File: config.mk
export PLATFORM = sky130hd
export DESIGN_NAME = pvt_monitor_scheduler
export DESIGN_NICKNAME = d
export VERILOG_FILES = /design/src/rtl/pvt_monitor_scheduler.sv
export SDC_FILE = /design/constraint.sdc
export NUM_CORES = 1
export LEC_CHECK = 0
export BUFFER_PORTS_ARGS = -buffer_cell sky130_fd_sc_hd__buf_2
export CAP_MARGIN = 20
export CORE_ASPECT_RATIO = 1.5
export CORE_MARGIN = 5
export CORE_UTILIZATION = 55
export DETAILED_ROUTE_END_ITERATION = 7
export PLACE_DENSITY_LB_ADDON = 0.12
export SYNTH_ARGS = -nofsm -noshare
export SYNTH_HDL_FRONTEND = slang
export SYNTH_SLANG_ARGS = --single-unit
File: constraint.sdc
create_clock -name clk -period 5.4 [get_ports clk]
set_input_delay 0.81 -clock clk [delete_from_list [all_inputs] [get_ports clk]]
set_output_delay 0.81 -clock clk [all_outputs]
set_load 0.02 [all_outputs]
File: src/rtl/pvt_monitor_scheduler.sv
// Sweeps a set of delay-chain PVT monitors one at a time: start pulse, settle window, capture.
// Keeps the last result per monitor, running min/max, and a saturating count of finished sweeps.
module pvt_monitor_scheduler #(
  parameter int NUM_MON       = 4,
  parameter int CNT_WIDTH     = 8,
  parameter int SETTLE_CYCLES = 256,
  parameter int IDX_W         = $clog2(NUM_MON)
) (
  input  logic                         clk,
  input  logic                         rst_n,
  input  logic                         enable,
  input  logic                         single_shot,
  input  logic                         clear,
  input  logic [15:0]                  interval,
  output logic [NUM_MON-1:0]           mon_start,
  input  logic [NUM_MON*CNT_WIDTH-1:0] mon_cnt,
  input  logic [IDX_W-1:0]             rd_sel,
  output logic [CNT_WIDTH-1:0]         rd_data,
  output logic                         rd_valid,
  output logic [CNT_WIDTH-1:0]         min_cnt,
  output logic [CNT_WIDTH-1:0]         max_cnt,
  output logic                         busy,
  output logic                         sweep_done,
  output logic [15:0]                  sweep_cnt,
  output logic [2:0]                   dbg_state
);

  localparam int WCW = $clog2(SETTLE_CYCLES + 1);

  typedef enum logic [2:0] {
    S_IDLE    = 3'd0,
    S_START   = 3'd1,
    S_WAIT    = 3'd2,
    S_CAPTURE = 3'd3,
    S_GAP     = 3'd4
  } state_t;

  state_t               state_q, state_d;
  logic [IDX_W-1:0]     idx_q, idx_d;
  logic [WCW-1:0]       wait_q, wait_d;
  logic [15:0]          gap_q, gap_d;
  logic [CNT_WIDTH-1:0] result_q [NUM_MON];
  logic [NUM_MON-1:0]   valid_q, valid_d;
  logic [CNT_WIDTH-1:0] min_q, min_d, max_q, max_d;
  logic [15:0]          sweep_cnt_q, sweep_cnt_d;
  logic                 done_q, done_d;
  logic [CNT_WIDTH-1:0] sample;
  logic                 last_mon;

  assign sample   = mon_cnt[int'(idx_q)*CNT_WIDTH +: CNT_WIDTH];
  assign last_mon = (idx_q == IDX_W'(NUM_MON - 1));

  always_comb begin
    state_d = state_q;
    idx_d   = idx_q;
    wait_d  = wait_q;
    gap_d   = gap_q;
    unique case (state_q)
      S_IDLE: begin
        idx_d = '0;
        if (enable || single_shot) state_d = S_START;
      end
      S_START: begin
        wait_d  = '0;
        state_d = S_WAIT;
      end
      S_WAIT: begin
        if (wait_q == WCW'(SETTLE_CYCLES - 1)) state_d = S_CAPTURE;
        else                                   wait_d  = wait_q + 1'b1;
      end
      S_CAPTURE: begin
        if (!last_mon) begin
          idx_d   = idx_q + 1'b1;
          state_d = S_START;
        end else begin
          idx_d = '0;
          if (!enable)              state_d = S_IDLE;
          else if (interval == '0)  state_d = S_START;
          else begin
            gap_d   = '0;
            state_d = S_GAP;
          end
        end
      end
      S_GAP: begin
        // widened compare so a shrinking interval cannot strand the counter
        if (!enable)                                         state_d = S_IDLE;
        else if (({1'b0, gap_q} + 17'd1) >= {1'b0, interval}) state_d = S_START;
        else                                                 gap_d   = gap_q + 16'd1;
      end
      default: state_d = S_IDLE;
    endcase
  end

  always_comb begin
    valid_d     = valid_q;
    min_d       = min_q;
    max_d       = max_q;
    sweep_cnt_d = sweep_cnt_q;
    done_d      = 1'b0;
    if (state_q == S_CAPTURE) begin
      valid_d[idx_q] = 1'b1;
      if (valid_q == '0) begin
        min_d = sample;
        max_d = sample;
      end else begin
        if (sample < min_q) min_d = sample;
        if (sample > max_q) max_d = sample;
      end
      if (last_mon) begin
        done_d = 1'b1;
        if (sweep_cnt_q != 16'hFFFF) sweep_cnt_d = sweep_cnt_q + 16'd1;
      end
    end
    // clear overrides a coincident capture; result registers are left alone
    if (clear) begin
      valid_d     = '0;
      min_d       = '0;
      max_d       = '0;
      sweep_cnt_d = '0;
    end
  end

  always_ff @(posedge clk or negedge rst_n) begin
    if (!rst_n) begin
      state_q     <= S_IDLE;
      idx_q       <= '0;
      wait_q      <= '0;
      gap_q       <= '0;
      valid_q     <= '0;
      min_q       <= '0;
      max_q       <= '0;
      sweep_cnt_q <= '0;
      done_q      <= 1'b0;
    end else begin
      state_q     <= state_d;
      idx_q       <= idx_d;
      wait_q      <= wait_d;
      gap_q       <= gap_d;
      valid_q     <= valid_d;
      min_q       <= min_d;
      max_q       <= max_d;
      sweep_cnt_q <= sweep_cnt_d;
      done_q      <= done_d;
    end
  end

  always_ff @(posedge clk or negedge rst_n) begin
    if (!rst_n) begin
      for (int k = 0; k < NUM_MON; k++) result_q[k] <= '0;
    end else if (state_q == S_CAPTURE) begin
      result_q[idx_q] <= sample;
    end
  end

  always_comb begin
    mon_start = '0;
    if (state_q == S_START) mon_start[idx_q] = 1'b1;
  end

  always_comb begin
    rd_data  = '0;
    rd_valid = 1'b0;
    if (int'(rd_sel) < NUM_MON) begin
      rd_data  = result_q[rd_sel];
      rd_valid = valid_q[rd_sel];
    end
  end

  assign busy       = (state_q != S_IDLE);
  assign sweep_done = done_q;
  assign sweep_cnt  = sweep_cnt_q;
  assign min_cnt    = min_q;
  assign max_cnt    = max_q;
  assign dbg_state  = state_q;

endmodule

# Word level (Yosys, flattened, before mapping)
# Index checks and enable logic that the tools add are counted.
[word_totals]
regBits = 99
latch_bits = 0
ram_bits = 0
romBits = 0
input_bits = 55
out_inout_bits = 50
wordCells = 113
mem_count = 0
[classes]
n_addsub = 5
mul = 0
n_div = 0
n_lt_le_gt_ge = 9
eq_ne = 16
shift = 1
mux = 45
n_bitwise = 3
n_reduce_logical = 21
[op_table]
columns = ["cell", "n"]
rows = [
  ["$mux 16", 9],
  ["$mux 8", 11],
  ["$add 16x1->16 const B", 2],
  ["$bwmux 32", 1],
  ["$pmux 16 s2", 1],
  ["$shiftx 32x6->8", 1],
  ["$mux 3", 7],
  ["$pmux 9 s2", 1],
  ["$add 16x1->17 const B", 1],
  ["$ge 17x16->1", 1],
  ["$bmux 8 s2", 1],
  ["$demux 8 s2", 1],
  ["$logic_not 16->1", 1],
  ["$ne 16x16->1 const B", 1],
  ["$ne 2x2->1 const B", 8],
  ["$pmux 3 s5", 1],
  ["$mux 4", 3],
  ["$reduce_bool 2->1", 6],
  ["$add 9x1->9 const B", 1],
  ["$eq 9x8->1 const B", 1],
  ["$mux 9", 1],
  ["$reduce_bool 3->1", 3],
  ["$gt 8x8->1", 1],
  ["$lt 8x8->1", 1],
  ["other kinds (24)", 35],
]

# Longest topological paths before layout
# Gate-level depths: netlist of run 1.
[depth]
ltp_word = 7
depth_mapped = 15
depth_no_buf = 12

# Worst setup path before layout of run 1
# OpenSTA, ideal clock, no wires.
[synth_path]
kind = "register to register"
from = "register idx_q[0]"
to = "register max_q[0], in the netlist max_cnt[0]"
setup_ns = 0.125
arrival_ns = 2.934
t_required_ns = 5.275
slack_ns = 2.341
stages_incl_launch_ff = 10
n_path_buf = 1
synth_period_minus_slack_ns = 3.059
cell_sequence = "dfrtp_1 -> clkbuf_1 -> mux4_2 -> ha_1 -> nor2b_1 -> o211ai_1 -> a21oi_1 -> o21ai_0 -> o2bb2ai_2 -> mux2_2"
[synth_via]
word_cells_on_any_way = 8
classes_between = "order compare (1); shift (1); mux (4); reduce/logical (2)"
[synth_rtl]
columns = ["element", "line", "source"]
rows = [
  ["start: declaration", "39", "logic [IDX_W-1:0] idx_q, idx_d;"],
  ["start signal: assignment", "137", "idx_q <= idx_d;"],
  ["$shiftx 32x6->8", "50", "assign sample = mon_cnt[int'(idx_q)*CNT_WIDTH +: CNT_WIDTH];"],
  ["via sample[1]", "47", "logic [CNT_WIDTH-1:0] sample;"],
  ["$gt 8x8->1", "108", "if (sample > max_q) max_d = sample;"],
  ["$reduce_bool 3->1 (no line)", "--", ""],
  ["$reduce_and 2->1 (no line)", "--", ""],
  ["end signal: assignment", "142", "max_q <= max_d;"],
  ["end: declaration", "44", "logic [CNT_WIDTH-1:0] min_q, min_d, max_q, max_d;"],
]
# The timed path passes the listed nets, and every way through them passes these cells. The select of a mux whose other input is x is not followed.
# A chain may end at the register's enable or synchronous reset.

# Final worst setup path of run 1
[layout_path]
from = "register gap_q[0]"
to = "register gap_q[10]"
[layout_via]
elab_chain_len = 4
word_cells_on_any_way = 8
classes_between = "add/sub (2); order compare (1); eq/ne (1); mux (3); reduce/logical (1)"
[layout_rtl]
columns = ["element", "line", "source"]
rows = [
  ["start: declaration", "41", "logic [15:0] gap_q, gap_d;"],
  ["start signal: assignment", "139", "gap_q <= gap_d;"],
  ["$add 16x1->17 or $add 16x1->16 (tied branches)", "88, 89", ""],
  ["$ge 17x16->1 or $mux 16 (tied branches)", "88", "else if (({1'b0, gap_q} + 17'd1) >= {1'b0, interval}) state_d = S_START;"],
  ["$ne 2x2->1 (no line) or $mux 16 (tied branches)", "--", ""],
  ["$reduce_and 6->1 (no line) or $pmux 16 s2 (tied branches)", "--", ""],
]
# Several ways; a longest one is shown, not always the timed one. The select of a mux whose other input is x is not followed.

==> metrics.md, run 1 <==
| Metric | Value |
|---|---|
| Worst-skew pair later-pin latency | `350 ps` |
| Setup crit end | `gap_q[10]` |
| GPL Wtd Cong | `0.864` |
| Skew final | `13.0 ps` |
| DR iter-0 viols | `131` |
| Met2 Use GR | `44.6%` |
| RSZ-0062 raised after global routing | `no` |
| Reg-to-reg endpoint | `gap_q[10]` |
| Clock sinks | `99` |
| Nets | `775` |
| Die area | `13100 um2` |
| CP Capture Type | `flip-flop` |
| Clock H-tree levels | `3` |
| Routed Antenna Nets | `0` |
| Antenna violations before repair | `0` |
| Net switching power | `1.13 mW` |
| Syn nets | `679` |
| Total Wirelength | `14300 um` |
| Number of global-route vias before repair | `4941` |
| Outcome | `complete, no violations` |
| Post-CTS setup buffer count | `0` |
| Sw frac | `39.2%` |
| Port Buf Inserts | `104` |
| Grt met1 use | `24.8%` |
| Worst-path clk slew | `80 ps` |
| Diode count | `0` |
| Final setup TNS | `0 ps` |
| Clock buffer count from CTS | `9` |
| CTS tree | `built` |
| Period utilisation layout | `67.1%` |
| CTS max path bufs | `2` |
| Initial core utilization | `56.4%` |
| Mapped Cells | `585` |
| Min Clock Period, post-route | `3620 ps` |
| CP startpoint | `gap_q[0]` |
| R2R cell count | `12` |
| Hold Fails Final Rpt | `0` |
| Sequential-to-total area share from yosys stat | `41.5%` |
| Comb pwr share | `39.4%` |
| GRT Max-Usage Layer | `met2` |
| Die W | `95.1 um` |
| Layout cells sized above 1 | `26.4%` |
| DR WL/cell | `17.3 um` |
| Hold Crit Class | `input port to asynchronous set/reset pin` |
| Crit path DAT | `3850 ps` |
| First-pass GRT wire length | `23300 um` |
| Slew @ Worst Pin | `702 ps` |
| Library cells used by synthesis | `57` |
| Worst setup SP type | `flip-flop` |
| Rows | `46` |
| Worst-path maximum fanout | `15` |
| Hold buffers post-CTS | `0` |
| Util after Layout | `65.1%` |
| Via count | `4758` |
| Pwr dens | `420 nW/um2` |
| Largest net degree at the start of global routing | `54` |
| GR Util All Layers | `22.8%` |
| Post-DR vias/cell | `5.73` |
| Setup violators final | `0` |
| Area leader, netlist | `dfrtp_1` |
| Max-Cap Viols | `0` |
| DP HPWL | `10900 um` |
| Mean Syn Cell Area | `10.2 um2` |
| Post-synth EDFFs | `0` |
| Primary FF master, synth | `dfrtp_1` |
| R2R Setup Slk | `1780 ps` |
| Mapped Area | `5970 um2` |
| Core area | `10600 um2` |
| Final routed DRC violation total | `0` |
| Async S/R FF share, synth | `100%` |
| Die H | `138 um` |
| Io pins | `105` |
| Most frequent cells after synthesis | `99 x dfrtp_1, 52 x nand2_1, 43 x nor2_1` |
| YS warnings | `0` |
| Layout area overhead | `15.4%` |
| Drt first pass iters | `4` |
| GRT overflow | `0` |
| Max Clock Freq | `276 MHz` |
| Yosys reg bits | `99` |
| Max-slew headroom | `53.2%` |
| Flop pwr share | `38.6%` |
| Max-slew violation count | `0` |
| Root Buffer | `clkbuf_16` |
| Max IR drop VDD | `0.184 mV` |
| LEAKAGE | `3.29 nW` |
| Internal power | `1.76 mW` |
| GR Util met3 | `3.55%` |
| Area share of the largest cell type after synthesis | `41.5%` |
| Most common cell in the netlist | `dfrtp_1` |
| Clock power share | `22.1%` |
| Class of the most critical setup path | `flip-flop to flip-flop` |
| Worst flop-to-flop path startpoint | `gap_q[0]` |
| Critical Path RT | `5630 ps` |
| Top cells by area, synth | `dfrtp_1 41%, ha_1 8.2%, mux4_2 6.0%` |
| Post-cts sizing count | `0` |
==> cell families after synthesis <==
group           count (synthesis)  synth area share [%]
simple gates                  197                  16.6
buf+inv                        64                  4.42
mux                            63                  14.6
flops                          99                  41.5
xor+xnor                       30                  4.40
fa+ha+maj                      39                  8.17
compound gates                 93                  10.4
==> metal layers <==
metal | vias up | share of wire, %
met1 | 2348 | 37
met4 | 0 | 1.4
met3 | 17 | 5.0
li1 | 2273 | -
met2 | 120 | 57
met5 | - | 0
==> worst min path at each step <==
stage	startpoint	to	slack (ps)	depth (start not counted)
6_report	rst_n	max_cnt[7]	480	1
5_1_grt	rst_n	min_cnt[6]	520	1
4_1_cts	result_q[0]	result_q[0]	490	2
3_5_place_dp	result_q[0]	result_q[0]	470	2
3_3_place_gp	result_q[8]	result_q[8]	460	2
2_1_floorplan	result_q[8]	result_q[8]	440	2
==> layout make-up <==
type	instances	area [um2]
fill	936	3700
multi-input combinational	422	3230
sequential	99	2480
timing repair buffer	107	546
clock buffer	9	225
tap	144	180
inverter	42	158
clock inverter	7	77.6
==> placed cells by master, fill, tap and decap left out, types with 3 or more instances in the layout <==
| master | instances |
|---|---|
| or3_1 | 7 |
| nand4_1 | 15 |
| inv_1 | 41 |
| or2_2 | 3 |
| nor2_1 | 43 |
| a31o_1 | 5 |
| a21oi_1 | 31 |
| nor2b_1 | 4 |
| and2_1 | 10 |
| nand2b_1 | 12 |
| dfrtp_1 | 99 |
| xnor2_1 | 13 |
| mux2_2 | 30 |
| o41ai_1 | 5 |
| o211ai_1 | 4 |
| nand2_1 | 52 |
| mux2_1 | 4 |
| ha_1 | 39 |
| nor3_1 | 11 |
| buf_4 | 4 |
| and3_1 | 5 |
| o21a_1 | 3 |
| mux4_2 | 16 |
| xor2_1 | 17 |
| nor4_1 | 6 |
| buf_2 | 103 |
| o21ai_0 | 23 |
| mux2i_1 | 13 |
| clkbuf_16 | 9 |
| nand3_1 | 18 |
==> worst max-delay path, cell delays in order (launching register included) <==
cell	delay, ps
dfrtp_1	430
ha_1	250
nand4_1	190
or2_1	340
or3_1	350
nand2_1	90
ha_1	140
nand3_1	90
nor3_1	230
a22oi_1	90
nand2_1	320
or2_1	590
mux2_1	390
==> stage by stage <==
stage | total power, mW | instance area, um2 | setup WS [ps] | hold slack (ps) | cells
global placement | 2.21 | 6590 | 1880 | 460 | 814
floorplan | 1.91 | 5970 | 2340 | 445 | 585
global route | 3.10 | 6890 | 1480 | 517 | 830
finish | 2.89 | 6890 | 1780 | 479 | 830
CTS | 2.92 | 6890 | 1780 | 486 | 830
detailed placement | 2.27 | 6590 | 1800 | 469 | 814
==> sequential cells by signal, indices dropped and copies added (netlist names) <==
name,flops
sweep_cnt,16
min_cnt,8
max_cnt,8
result_q,32
gap_q,16
idx_q,2
valid_q,4
wait_q,9
dbg_state,3
sweep_done,1
==> power by group through the flow <==
stage / Combinational, mW / Sequential (mW) / Clock [mW]
floorplan: 0.793 / 1.12 / 0
global route: 1.27 / 1.14 / 0.680
finish: 1.14 / 1.12 / 0.639
CTS: 1.15 / 1.11 / 0.654
global placement: 1.10 / 1.11 / 0
detailed placement: 1.14 / 1.13 / 0
Power figures use the tool's default switching activity.
==> inputs of run 2 (changes only) <==
--- a/config.mk
+++ b/config.mk
@@ -9,7 +9,7 @@
 export CAP_MARGIN = 20
 export CORE_ASPECT_RATIO = 1.5
 export CORE_MARGIN = 5
-export CORE_UTILIZATION = 55
+export CORE_UTILIZATION = 51
 export DETAILED_ROUTE_END_ITERATION = 7
 export PLACE_DENSITY_LB_ADDON = 0.12
 export SYNTH_ARGS = -nofsm -noshare
==> constraint.sdc (replaced) <==
create_clock -name clk -period 3.01 [get_ports clk]
set_input_delay 0.4515 -clock clk [delete_from_list [all_inputs] [get_ports clk]]
set_output_delay 0.4515 -clock clk [all_outputs]
set_load 0.02 [all_outputs]
==> run 2 against run 1 <==
Against the previous run:
- critical path depth rose by 1
- critical endpoint is now gap_q[11]
- total power rose by 84%
- clock skew fell by 3.1 ps
- sequential share of layout area fell by 2.2 points
- die area rose by 7.1%
- hold slack got worse by 340 ps
- sequential power rose by 74%
- non-clock buffer count rose by 33
- final cell count rose by 4.7%
- clock-buffer cell count did not move
- utilization fell by 1.2 points
- setup slack got worse by 1700 ps
==> metrics.md, run 2 (synthesis gave the netlist of run 1 again) <==
| Metric | Value |
|---|---|
| Max-slew violation count | `0 (unchanged)` |
| Max Clock Freq | `338 MHz (+23%)` |
| Most frequent cells in the layout | `104 x buf_2, 99 x dfrtp_1, 50 x nand2_1` |
| Worst-path clk slew | `80 ps (about the same)` |
| Worst setup SP type | `flip-flop` |
| Overall power | `5.32 mW (+84%)` |
| Commonest non-fill, non-tap cell in the layout | `buf_2` |
| Min Clock Period, post-route | `2950 ps (-668 ps)` |
| Final routed DRC violation total | `0 (unchanged)` |
| Worst-skew pair later-pin latency | `350 ps (about the same)` |
| CP Capture Type | `flip-flop` |
| Via count | `4912 (+3.2%)` |
| DR WL/cell | `17.2 um (-0.28%)` |
| Outcome | `complete, no violations` |
| CTS max path bufs | `2 (unchanged)` |
| Root Buffer | `clkbuf_16` |
| Skew final | `9.95 ps (-3.06 ps)` |
| Die H | `143 um (+3.6%)` |
| LEAKAGE | `3.52 nW (+7.0%)` |
| Pwr dens | `725 nW/um2 (+73%)` |
| R2R Setup Slk | `60 ps (-1720 ps)` |
| Antenna violations before repair | `0 (unchanged)` |
| Post-DR vias/cell | `5.65 (-1.4%)` |
| Core area | `11500 um2 (+8.3%)` |
| Die area | `14000 um2 (+7.1%)` |
| RSZ-0062 raised after global routing | `yes` |
| Final setup TNS | `0 ps (unchanged)` |
| Slew @ Worst Pin | `735 ps (+33.7 ps)` |
| Die W | `98.4 um (+3.4%)` |
| Drt first pass iters | `4 (unchanged)` |
| Layout area overhead | `22.8%` |
| Clock buffer count from CTS | `9 (unchanged)` |
| Rows | `48 (+4.3%)` |
| Layout cells sized above 1 | `33.9% (+7.6 points)` |
| Initial core utilization | `52.1% (-4.3 points)` |
| Nets | `808 (+4.3%)` |
| Setup violators final | `0 (unchanged)` |
| GRT overflow | `0 (unchanged)` |
| Routed Antenna Nets | `0 (unchanged)` |
| GR Util All Layers | `21.8% (-1.1 points)` |
| Worst-path maximum fanout | `5 (-10)` |
| CTS tree | `built` |
| DP HPWL | `11200 um (+2.9%)` |
| Port Buf Inserts | `104 (unchanged)` |
| DR iter-0 viols | `186 (+42%)` |
| Diode count | `0 (unchanged)` |
| Class of the most critical setup path | `flip-flop to flip-flop` |
| Max-slew headroom | `51.0% (-2.2 points)` |
| Reg-to-reg endpoint | `gap_q[11]` |
| Max FFs per register | `32 (unchanged)` |
| Hold buffers post-CTS | `0 (unchanged)` |
| CP startpoint | `gap_q[1]` |
| Setup crit end | `gap_q[11]` |
| Worst flop-to-flop path startpoint | `gap_q[1]` |
| Largest register by flop count | `result_q` |
| Max IR drop VDD | `0.316 mV (+72%)` |
| Util after Layout | `63.9% (-1.2 points)` |
| Largest net degree at the start of global routing | `52 (-3.7%)` |
| First-pass GRT wire length | `24700 um (+5.9%)` |
| Hold Crit Class | `input port to asynchronous set/reset pin` |
| Clock H-tree levels | `3 (unchanged)` |
| Hold Fails Final Rpt | `0 (unchanged)` |
| Period utilisation layout | `98.2% (+31 points)` |
| Max-Cap Viols | `0 (unchanged)` |
| Number of global-route vias before repair | `5068 (+2.6%)` |
| GPL Wtd Cong | `0.901 (+4.3%)` |
| Io pins | `105 (unchanged)` |
| Crit path DAT | `3190 ps (-660 ps)` |
| Critical Path RT | `3240 ps (-2390 ps)` |
| Clock sinks | `99 (unchanged)` |
| Total Wirelength | `15000 um (+4.4%)` |
| R2R cell count | `13 (+1)` |
run 2: cell types whose count changed in the layout (fill, tap and decap cells not counted), sizes merged:
cell,delta
buf,+33
clkinv,+1
clkinvlp,-1
run 2: critical path, cell delays in order (launching register included):
cell and delay [ps]:
dfrtp_1 380, ha_2 190, nand4_1 160, nor2_2 200
nand3_2 110, xnor2_2 150, ha_1 310, a21oi_2 180
o22ai_2 90, a2111oi_2 250, a21oi_2 120, buf_4 180
a211o_1 270, a32o_1 250
run 2: how the worst min path moves through the flow:
stage | from | to | slack [ps]
global route | rst_n | max_cnt[3] | 190
floorplan | rst_n | dbg_state[0] | 160
detailed placement | result_q[24] | result_q[24] | 470
CTS | rst_n | max_cnt[7] | 160
finish | rst_n | max_cnt[6] | 140
global placement | result_q[8] | result_q[8] | 460
run 2: stage by stage:
stage               hold WS, ps  instances  cell area (um2)  worst slack, ps
floorplan                   156        585             5970             60.2
global placement            459        844             6790            -16.3
detailed placement          473        844             6790            -94.9
CTS                         158        864             7180             10.7
global route                188        869             7330             -147
finish                      136        869             7330             55.1
run 2: final cells by class:
type / count / area (um2)
Fill cell: 964 / 4140
Multi-Input combinational cell: 422 / 3380
Sequential cell: 99 / 2480
Timing Repair Buffer: 140 / 815
Clock buffer: 9 / 225
Tap cell: 150 / 188
Inverter: 42 / 158
Clock inverter: 7 / 91.3
run 2: where the power goes:
group          internal, mW  switching [mW]
sequential             1.68           0.271
combinational         0.968            1.22
clock                 0.599           0.578
run 2: repair_timing:
action                     CTS  global route
cloned                       1             0
buffers inserted             3             5
pin swaps                    3             8
setup endpoints to repair   15            18
gates resized for setup      8            28
run 2: routing by layer:
layer  up-vias  wire, um  GRT usage (%)  share of wire (%)
li1       2350         -              -                  -
met1      2420      5810           24.8                 39
met2       120      8250           41.2                 55
met3        22       658           4.22                4.4
met4         0       263           5.83                1.8
met5         -         0              0                  0
